## src/rtl/p2s_tx.sv

```systemverilog
// p2s_tx: four-lane parallel-to-serial transmitter, one bit per lane per CLK.
// Optional build macro P2S_IDLE_PATTERN_EN: lanes shift IDLE_WORD while idle.
module p2s_tx #(
    parameter logic [7:0] IDLE_WORD = 8'hBC
) (
    input  logic       CLK,
    input  logic       reset,
    input  logic       ENB,
    input  logic [7:0] D0,
    input  logic [7:0] D1,
    input  logic [7:0] D2,
    input  logic [7:0] D3,
    input  logic       VALID,
    output logic       READY,
    input  logic       DIR,
    output logic [3:0] S_OUT,
    output logic       FRAME,
    output logic       BUSY
);

    typedef enum logic {
        IDLE  = 1'b0,
        SHIFT = 1'b1
    } state_t;

    state_t          state_q, state_d;
    logic [2:0]      cnt_q, cnt_d;
    logic [3:0][7:0] sr_q, sr_d;
    logic            dir_q, dir_d;
    logic [3:0]      s_out_q, s_out_d;
    logic            frame_q, frame_d;
    logic            busy_q, busy_d;

    logic [3:0][7:0] din;
    logic            last_bit;
    logic            hs;

    assign din      = {D3, D2, D1, D0};
    assign last_bit = (cnt_q == 3'd7);

`ifdef P2S_IDLE_PATTERN_EN
    // Data may only start on a character boundary of the idle stream.
    assign READY = ENB & last_bit;
`else
    assign READY = ENB & ((state_q == IDLE) | last_bit);
`endif

    assign hs = VALID & READY;

    always_comb begin
        state_d = state_q;
        cnt_d   = cnt_q;
        sr_d    = sr_q;
        dir_d   = dir_q;
        s_out_d = s_out_q;
        frame_d = frame_q;
        busy_d  = busy_q;
        if (ENB) begin
            frame_d = 1'b0;
            if (hs) begin
                state_d = SHIFT;
                cnt_d   = 3'd0;
                dir_d   = DIR;
                frame_d = 1'b1;
                busy_d  = 1'b1;
                for (int i = 0; i < 4; i++) begin
                    s_out_d[i] = DIR ? din[i][0] : din[i][7];
                    sr_d[i]    = DIR ? (din[i] >> 1) : (din[i] << 1);
                end
            end else if (!last_bit) begin
                // The next bit to send always sits at the outgoing end.
                cnt_d = cnt_q + 3'd1;
                for (int i = 0; i < 4; i++) begin
                    s_out_d[i] = dir_q ? sr_q[i][0] : sr_q[i][7];
                    sr_d[i]    = dir_q ? (sr_q[i] >> 1) : (sr_q[i] << 1);
                end
            end else begin
                state_d = IDLE;
                busy_d  = 1'b0;
`ifdef P2S_IDLE_PATTERN_EN
                cnt_d   = 3'd0;
                dir_d   = DIR;
                for (int i = 0; i < 4; i++) begin
                    s_out_d[i] = DIR ? IDLE_WORD[0] : IDLE_WORD[7];
                    sr_d[i]    = DIR ? (IDLE_WORD >> 1) : (IDLE_WORD << 1);
                end
`else
                cnt_d   = 3'd7;
                s_out_d = 4'b0000;
                sr_d    = '0;
`endif
            end
        end
    end

    always_ff @(posedge CLK) begin
        if (reset) begin
            state_q <= IDLE;
            cnt_q   <= 3'd7;
            sr_q    <= '0;
            dir_q   <= 1'b0;
            s_out_q <= 4'b0000;
            frame_q <= 1'b0;
            busy_q  <= 1'b0;
        end else begin
            state_q <= state_d;
            cnt_q   <= cnt_d;
            sr_q    <= sr_d;
            dir_q   <= dir_d;
            s_out_q <= s_out_d;
            frame_q <= frame_d;
            busy_q  <= busy_d;
        end
    end

    assign S_OUT = s_out_q;
    assign FRAME = frame_q;
    assign BUSY  = busy_q;

endmodule
```

## config.mk

```make
export PLATFORM = sky130hd
export DESIGN_NAME = p2s_tx
export DESIGN_NICKNAME = d
export VERILOG_FILES = /design/src/rtl/p2s_tx.sv
export SDC_FILE = /design/constraint.sdc
export NUM_CORES = 1
export LEC_CHECK = 0
export ABC_AREA = 1
export CAP_MARGIN = 15
export CELL_PAD_IN_SITES_DETAIL_PLACEMENT = 0
export CELL_PAD_IN_SITES_GLOBAL_PLACEMENT = 1
export CORE_MARGIN = 2
export CORE_UTILIZATION = 29
export CTS_BUF_LIST = sky130_fd_sc_hd__clkbuf_4 sky130_fd_sc_hd__clkbuf_8 sky130_fd_sc_hd__clkbuf_16
export DETAILED_ROUTE_END_ITERATION = 8
export GPL_ROUTABILITY_DRIVEN = 1
export HOLD_SLACK_MARGIN = 0.06
export PLACE_DENSITY_LB_ADDON = 0.1
export SYNTH_ARGS = -nofsm -noshare
export SYNTH_HDL_FRONTEND = slang
export SYNTH_SLANG_ARGS = --single-unit
```

## constraint.sdc

```tcl
create_clock -name CLK -period 2.02 [get_ports CLK]
set_clock_uncertainty 0.05 [all_clocks]
set_input_delay 0.202 -clock CLK [delete_from_list [all_inputs] [get_ports CLK]]
set_output_delay 0.202 -clock CLK [all_outputs]
set_load 0.01 [all_outputs]
```

==> results.md, run 1 <==
- Site Rows: 36
- Mapped Nets: 533
- Final Instance Area: 0.00355 mm^2
- Seq pwr share: 43.4%
- Grt ovf: 0
- Placed wire-length estimate: 5880 um
- CORE AREA: 0.00968 mm^2
- Placement Setup Slack: 0.219 ns
- Cell Count, Final, Fillers Out: 663
- Hold wc startpoint: FRAME$_SDFFE_PP0P_
- Root Driver: clkbuf_8
- Antenna violations before repair: 0
- Net switching power: 0.000699 W
- First-pass GRT wire length: 13700 um
- Fraction of layout cells with a size suffix above 1: 7.55%
- Die Ht: 103 um
- Multi-input gate area: 0.00161 mm^2
- Ant diodes: 0
- Maximum vdd drop: 0.000266 V
- Reg area: 841 um^2
- Post-synthesis sequential area ratio: 29.4%
- R2r endpoint: S_OUT[2]$_SDFFE_PP0P_
- Measured slew at the worst slew-check pin: 0.477 ns
- I/O pins: 44
- WL final: 8370 um
- CP startpoint kind: register
- WS Path Type: reg -> out
- Required @ worst endpoint: 1.77 ns
- RR Startpoint: cnt_q[0]$_SDFFE_PP1P_
- PnR worst setup slack: 0.453 ns
- Final hold vios: 0
- Hold EP: FRAME$_SDFFE_PP0P_
- CTS Buf Count: 5
- Pwr/cell area: 605 mW/mm^2
- Synth Cell Area: 0.00286 mm^2
- Comb pwr share: 29.0%
- R2r worst-path depth: 9
- Clock slew at reported path FFs: 0.08 ns
- Setup TNS: 0 ns
- Hold Crit Class: reg -> reg
- Final setup violating endpoints: 0
- Clock Latency Late Sink: 0.30 ns
- GRT Util Overall: 16.3%
- Most frequent cells in the layout: 126 x nand2_1, 87 x nor2_1, 58 x nand3_1
- Flop2flop setup slack: 0.47 ns
- Starting DRT DRC Count: 86
- Worst slew margin: 68.1%
- Largest net degree at the start of global routing: 66
- Port bufs: 43
- Yosys cell types: 22
- H-tree depth: 2
- FF+latch count, synth: 42
- Clock share of power: 27.5%
- RePlAce Congestion: 0.771
- Number of global-route vias before repair: 2779
- Final net count: 567
- Via density: 4.60
- Post-DRT Antenna Nets: 0
- Slew Limit Fails: 0
- Worst hold path stage count: 2
- Final worst path period share: 77.6%
- Yosys warns: 0
- Post-synthesis area per instance: 5.77 um^2
- Int Power: 0.00145 W
- Routed wire per std cell: 12.6 um
- WP data arrival: 1.31 ns
- TritonCTS clock tree: built
- Outcome: complete, no violations
- Crit end category: output pin
- CTS sink count: 42
- Switching share of power: 32.5%
- Largest fanout on the critical path: 3
- Post-Place Cells: 655
- Vias: 3049
- Drc violations: 0
- Drt pass-1 iters: 4
- Clock Path Buffers: 2
- Die area: 0.0107 mm^2
- Fmax: 638 MHz
- Commonest non-fill, non-tap cell in the layout: nand2_1
- Die X: 103 um
- Mapped Cells: 495
- Leak pwr: 1.65 nW
- Final Util: 36.7%
- Fillers: 1141
- Min Tclk post-route: 1.57 ns
- Number of max-cap violations: 0
- Initial Util: 29.5%
- Area Growth Syn to Fin: 24.3%
- RSZ-0062 raised after global routing: false
- Dpl cell area: 0.00345 mm^2
==> power by group through the flow <==
stage | Clock [W] | Sequential, W | Combinational (W)
after floorplan | 0 | 0.000940 | 0.000406
after global placement | 0 | 0.000952 | 0.000629
after detailed placement | 0 | 0.000953 | 0.000631
after CTS | 0.000622 | 0.000933 | 0.000634
after global routing | 0.000648 | 0.000942 | 0.000707
final | 0.000591 | 0.000933 | 0.000624
==> metrics by stage <==
step	power (W)	hold slack, ns
after floorplan	0.00135	0.397
after global placement	0.00158	0.409
after detailed placement	0.00158	0.414
after CTS	0.00219	0.430
after global routing	0.00230	0.447
final	0.00215	0.427
==> synth_stat cells <==
| cell | number | area [um^2] |
|---|---|---|
| clkbuf_1 | 15 | 56.3 |
| nand3_2 | 1 | 10.0 |
| nand3_1 | 58 | 290 |
| or2_2 | 5 | 31.3 |
| o211ai_1 | 20 | 150 |
| nand3b_1 | 1 | 7.51 |
| buf_4 | 6 | 45.0 |
| ha_1 | 1 | 12.5 |
| nor2_1 | 87 | 327 |
| nand4_1 | 3 | 18.8 |
| clkinv_1 | 1 | 3.75 |
| nand2_1 | 126 | 473 |
| buf_2 | 11 | 55.1 |
| buf_6 | 2 | 22.5 |
| a22oi_1 | 1 | 7.51 |
| a21oi_1 | 17 | 85.1 |
| inv_1 | 55 | 206 |
| buf_1 | 3 | 11.3 |
| dfxtp_1 | 42 | 841 |
| inv_2 | 1 | 3.75 |
| o21ai_0 | 36 | 180 |
| nand2_2 | 3 | 18.8 |
==> state kept, by name, summed over array words and instances (netlist names) <==
name     count
FRAME        1
S_OUT        4
cnt_q        3
dir_q        1
sr_q        32
state_q      1
==> worst max path at each step <==
| stage | from | end | slack, ns | cells after the start |
|---|---|---|---|---|
| global route | cnt_q[0]$_SDFFE_PP1P_ | sr_q[17]$_SDFFE_PP0P_ | 0.28 | 9 |
| finish | cnt_q[0]$_SDFFE_PP1P_ | READY | 0.45 | 4 |
| floorplan | cnt_q[0]$_SDFFE_PP1P_ | sr_q[2]$_SDFFE_PP0P_ | 0.61 | 9 |
| global placement | ENB | READY | 0.24 | 4 |
| detailed placement | ENB | READY | 0.22 | 4 |
| CTS | cnt_q[0]$_SDFFE_PP1P_ | READY | 0.06 | 4 |
==> worst max-delay path, cell delays in order (launching register included) <==
cell and delay [ns]:
dfxtp_1 0.36, ha_1 0.22, nand3_1 0.15, nand2_2 0.12, dlymetal6s2s_1 0.18
==> layout make-up <==
type	instances	area share, %
Multi-Input combinational cell	359	45.4
Sequential cell	42	23.7
Timing Repair Buffer	64	17.5
Inverter	57	6.03
Tap cell	133	4.69
Clock buffer	7	2.54
Clock inverter	1	0.141
==> metal layers <==
metal | wire, um | track usage [%] | vias to the layer above
met2 | 3800 | 28.3 | 51
met3 | 216 | 2.28 | 5
met4 | 68 | 3.04 | 0
li1 | - | - | 1631
met1 | 4280 | 21.7 | 1362
met5 | 0 | 0 | -
==> what timing repair did <==
| action | 4_1_cts | 5_1_grt |
|---|---|---|
| setup endpoints to repair | 0 | 1 |
| hold buffers | 0 | 0 |
| gates resized for setup | 0 | 1 |
| buffers inserted | 0 | 0 |
==> cells by family after synthesis <==
logic type	synth area share (%)
AND/OR/NAND/NOR	41.2
adder cells (fa/ha/maj)	0.438
AO/OA/AOI/OAI	14.8
flip-flops	29.4
buffers and inverters	14.1
No activity file was read; power rests on OpenSTA's default activity.
==> inputs of run 2 (changes only) <==
==> constraint.sdc (replaced) <==
create_clock -name CLK -period 1.34 [get_ports CLK]
set_clock_uncertainty 0.05 [all_clocks]
set_input_delay 0.134 -clock CLK [delete_from_list [all_inputs] [get_ports CLK]]
set_output_delay 0.134 -clock CLK [all_outputs]
set_load 0.01 [all_outputs]
==> run 2 against run 1 <==
Effect of this change: the flow now finishes with violations (setup timing); register-to-register slack got worse by 0.49 ns; global-route usage increased by 0.80 points; core utilization increased by 3.2 points; sequential power increased by 51%; count of clock-buffer cells in the layout decreased by 1; combinational power increased by 76%.
==> results.md, run 2 (synthesis results as in run 1) <==
- Outcome: finished, violations left
- Failing checks: setup timing
- WL final: 8580 um
- Site Rows: 36
- Routed wire per std cell: 12.6 um
- Placed wire-length estimate: 6220 um
- Grt ovf: 0
- Post CTS Setup Buffer Count: 0
- Leak pwr: 1.82 nW
- Number of global-route vias before repair: 2907
- Clock slew at reported path FFs: 0.09 ns
- Measured slew at the worst slew-check pin: 0.357 ns
- RePlAce Congestion: 0.755
- Slew Limit Fails: 0
- CTS Buf Count: 5
- GR Layer Usage met2: 27.2%
- Setup TNS: -0.350 ns
- GR Layer Usage met1: 24.7%
- CP startpoint kind: register
- Largest fanout on the critical path: 5
- PnR worst setup slack: -0.0817 ns
- Drc violations: 0
- H-tree depth: 2
- Drt pass-1 iters: 4
- Via density: 4.55
- Fraction of layout cells with a size suffix above 1: 13.2%
- Pwr/cell area: 926 mW/mm^2
- WS Path Type: reg -> out
- Post-Place Cells: 672
- Fmax: 703 MHz
- Final hold vios: 0
- GRT Util Overall: 17.1%
- Cell Count, Final, Fillers Out: 680
- WP data arrival: 1.24 ns
- Die Ht: 103 um
- First-pass GRT wire length: 14400 um
- Most Crowded Layer GR: met2
- Clock Latency Late Sink: 0.30 ns
- Post-DRT Antenna Nets: 0
- Fillers: 1045
- Final setup violating endpoints: 22
- Crit end category: output pin
- Ant diodes: 0
- Vias: 3092
- CORE AREA: 0.00968 mm^2
- TritonCTS clock tree: built
- Starting DRT DRC Count: 118
- CTS sink count: 42
- I/O pins: 44
- Final net count: 585
- Worst slew margin: 76.2%
- Port bufs: 43
- Clock Path Buffers: 2
- Flop2flop setup slack: -0.02 ns
- Initial Util: 29.5%
- Area Growth Syn to Fin: 35.0%
- Antenna violations before repair: 0
- GRT met3 Usage: 2.28%
- Max reg flops: 32
- Final worst path period share: 106%
- Total Power: 0.00357 W
- Largest Register: sr_q
- Root Driver: clkbuf_8
- RSZ-0062 raised after global routing: true
- Min Tclk post-route: 1.42 ns
- Number of max-cap violations: 0
- Die area: 0.0107 mm^2
- Largest net degree at the start of global routing: 38
- Required @ worst endpoint: 1.16 ns
- Maximum vdd drop: 0.000472 V
- Die X: 103 um
- Final Util: 39.8%
- Hold Crit Class: in -> reg
- Commonest non-fill, non-tap cell in the layout: nand2_1
- Most frequent cells in the layout: 125 x nand2_1, 85 x nor2_1, 55 x inv_1
==> run 2: cell types whose count changed in the layout (fill, tap and decap cells not counted), sizes merged <==
cell	delta
bufinv	+1
clkdlybuf4s50	-7
clkinv	-1
dlygate4sd2	+7
buf	+18
dlymetal6s2s	-1
==> run 2: cell type report <==
| type | instances | area, um^2 | area share (%) |
|---|---|---|---|
| inverters | 57 | 214 | 5.55 |
| flip-flops and latches | 42 | 847 | 22.0 |
| clock inverters | 1 | 30.0 | 0.778 |
| well taps | 133 | 166 | 4.31 |
| repair buffers | 82 | 835 | 21.6 |
| clock buffers | 6 | 82.6 | 2.14 |
| multi-input cells | 359 | 1680 | 43.6 |
==> run 2: what timing repair did <==
action / CTS / global route
pin swaps: 1 / 2
gates cloned: 0 / 1
hold buffers: 0 / 0
resized for setup: 22 / 14
setup endpoints to repair: 44 / 39
==> run 2: power by group <==
part / switching (W) / internal, W / leakage (nW)
clock: 0.000462 / 0.000597 / 0.0573
combinational: 0.000586 / 0.000516 / 1.41
sequential: 0.0000675 / 0.00134 / 0.346
total: 0.00112 / 0.00246 / 1.82
==> run 2: metal layers <==
metal / vias to the layer above / wire length (um)
met5: - / 0
met4: 0 / 78
met3: 6 / 238
li1: 1673 / -
met1: 1370 / 4420
met2: 43 / 3840
==> run 2: final timing paths <==
path | start | endpoint | cells after the start
worst max-delay path | cnt_q[1]$_SDFFE_PP1P_ | READY | 4
worst min-delay path | DIR | dir_q$_SDFFE_PP0P_ | 4
worst max register to register | cnt_q[1]$_SDFFE_PP1P_ | sr_q[11]$_SDFFE_PP0P_ | 9
worst min register to register | FRAME$_SDFFE_PP0P_ | FRAME$_SDFFE_PP0P_ | 2
==> run 2: metrics by stage <==
| stage | hold WS (ns) | instance area, um^2 | worst slack, ns |
|---|---|---|---|
| 5_1_grt | 0.339 | 3860 | -0.149 |
| 3_3_place_gp | 0.411 | 3640 | -0.374 |
| 2_1_floorplan | 0.390 | 2870 | 0.000713 |
| 6_report | 0.316 | 3860 | -0.0817 |
| 4_1_cts | 0.316 | 3780 | -0.0556 |
| 3_5_place_dp | 0.417 | 3640 | -0.395 |
==> run 2: worst max-delay path, stage by stage, from the launching register on <==
cell	delay [ns]
dfxtp_2	0.36
ha_4	0.16
nand3_2	0.11
nand2_4	0.18
buf_6	0.12
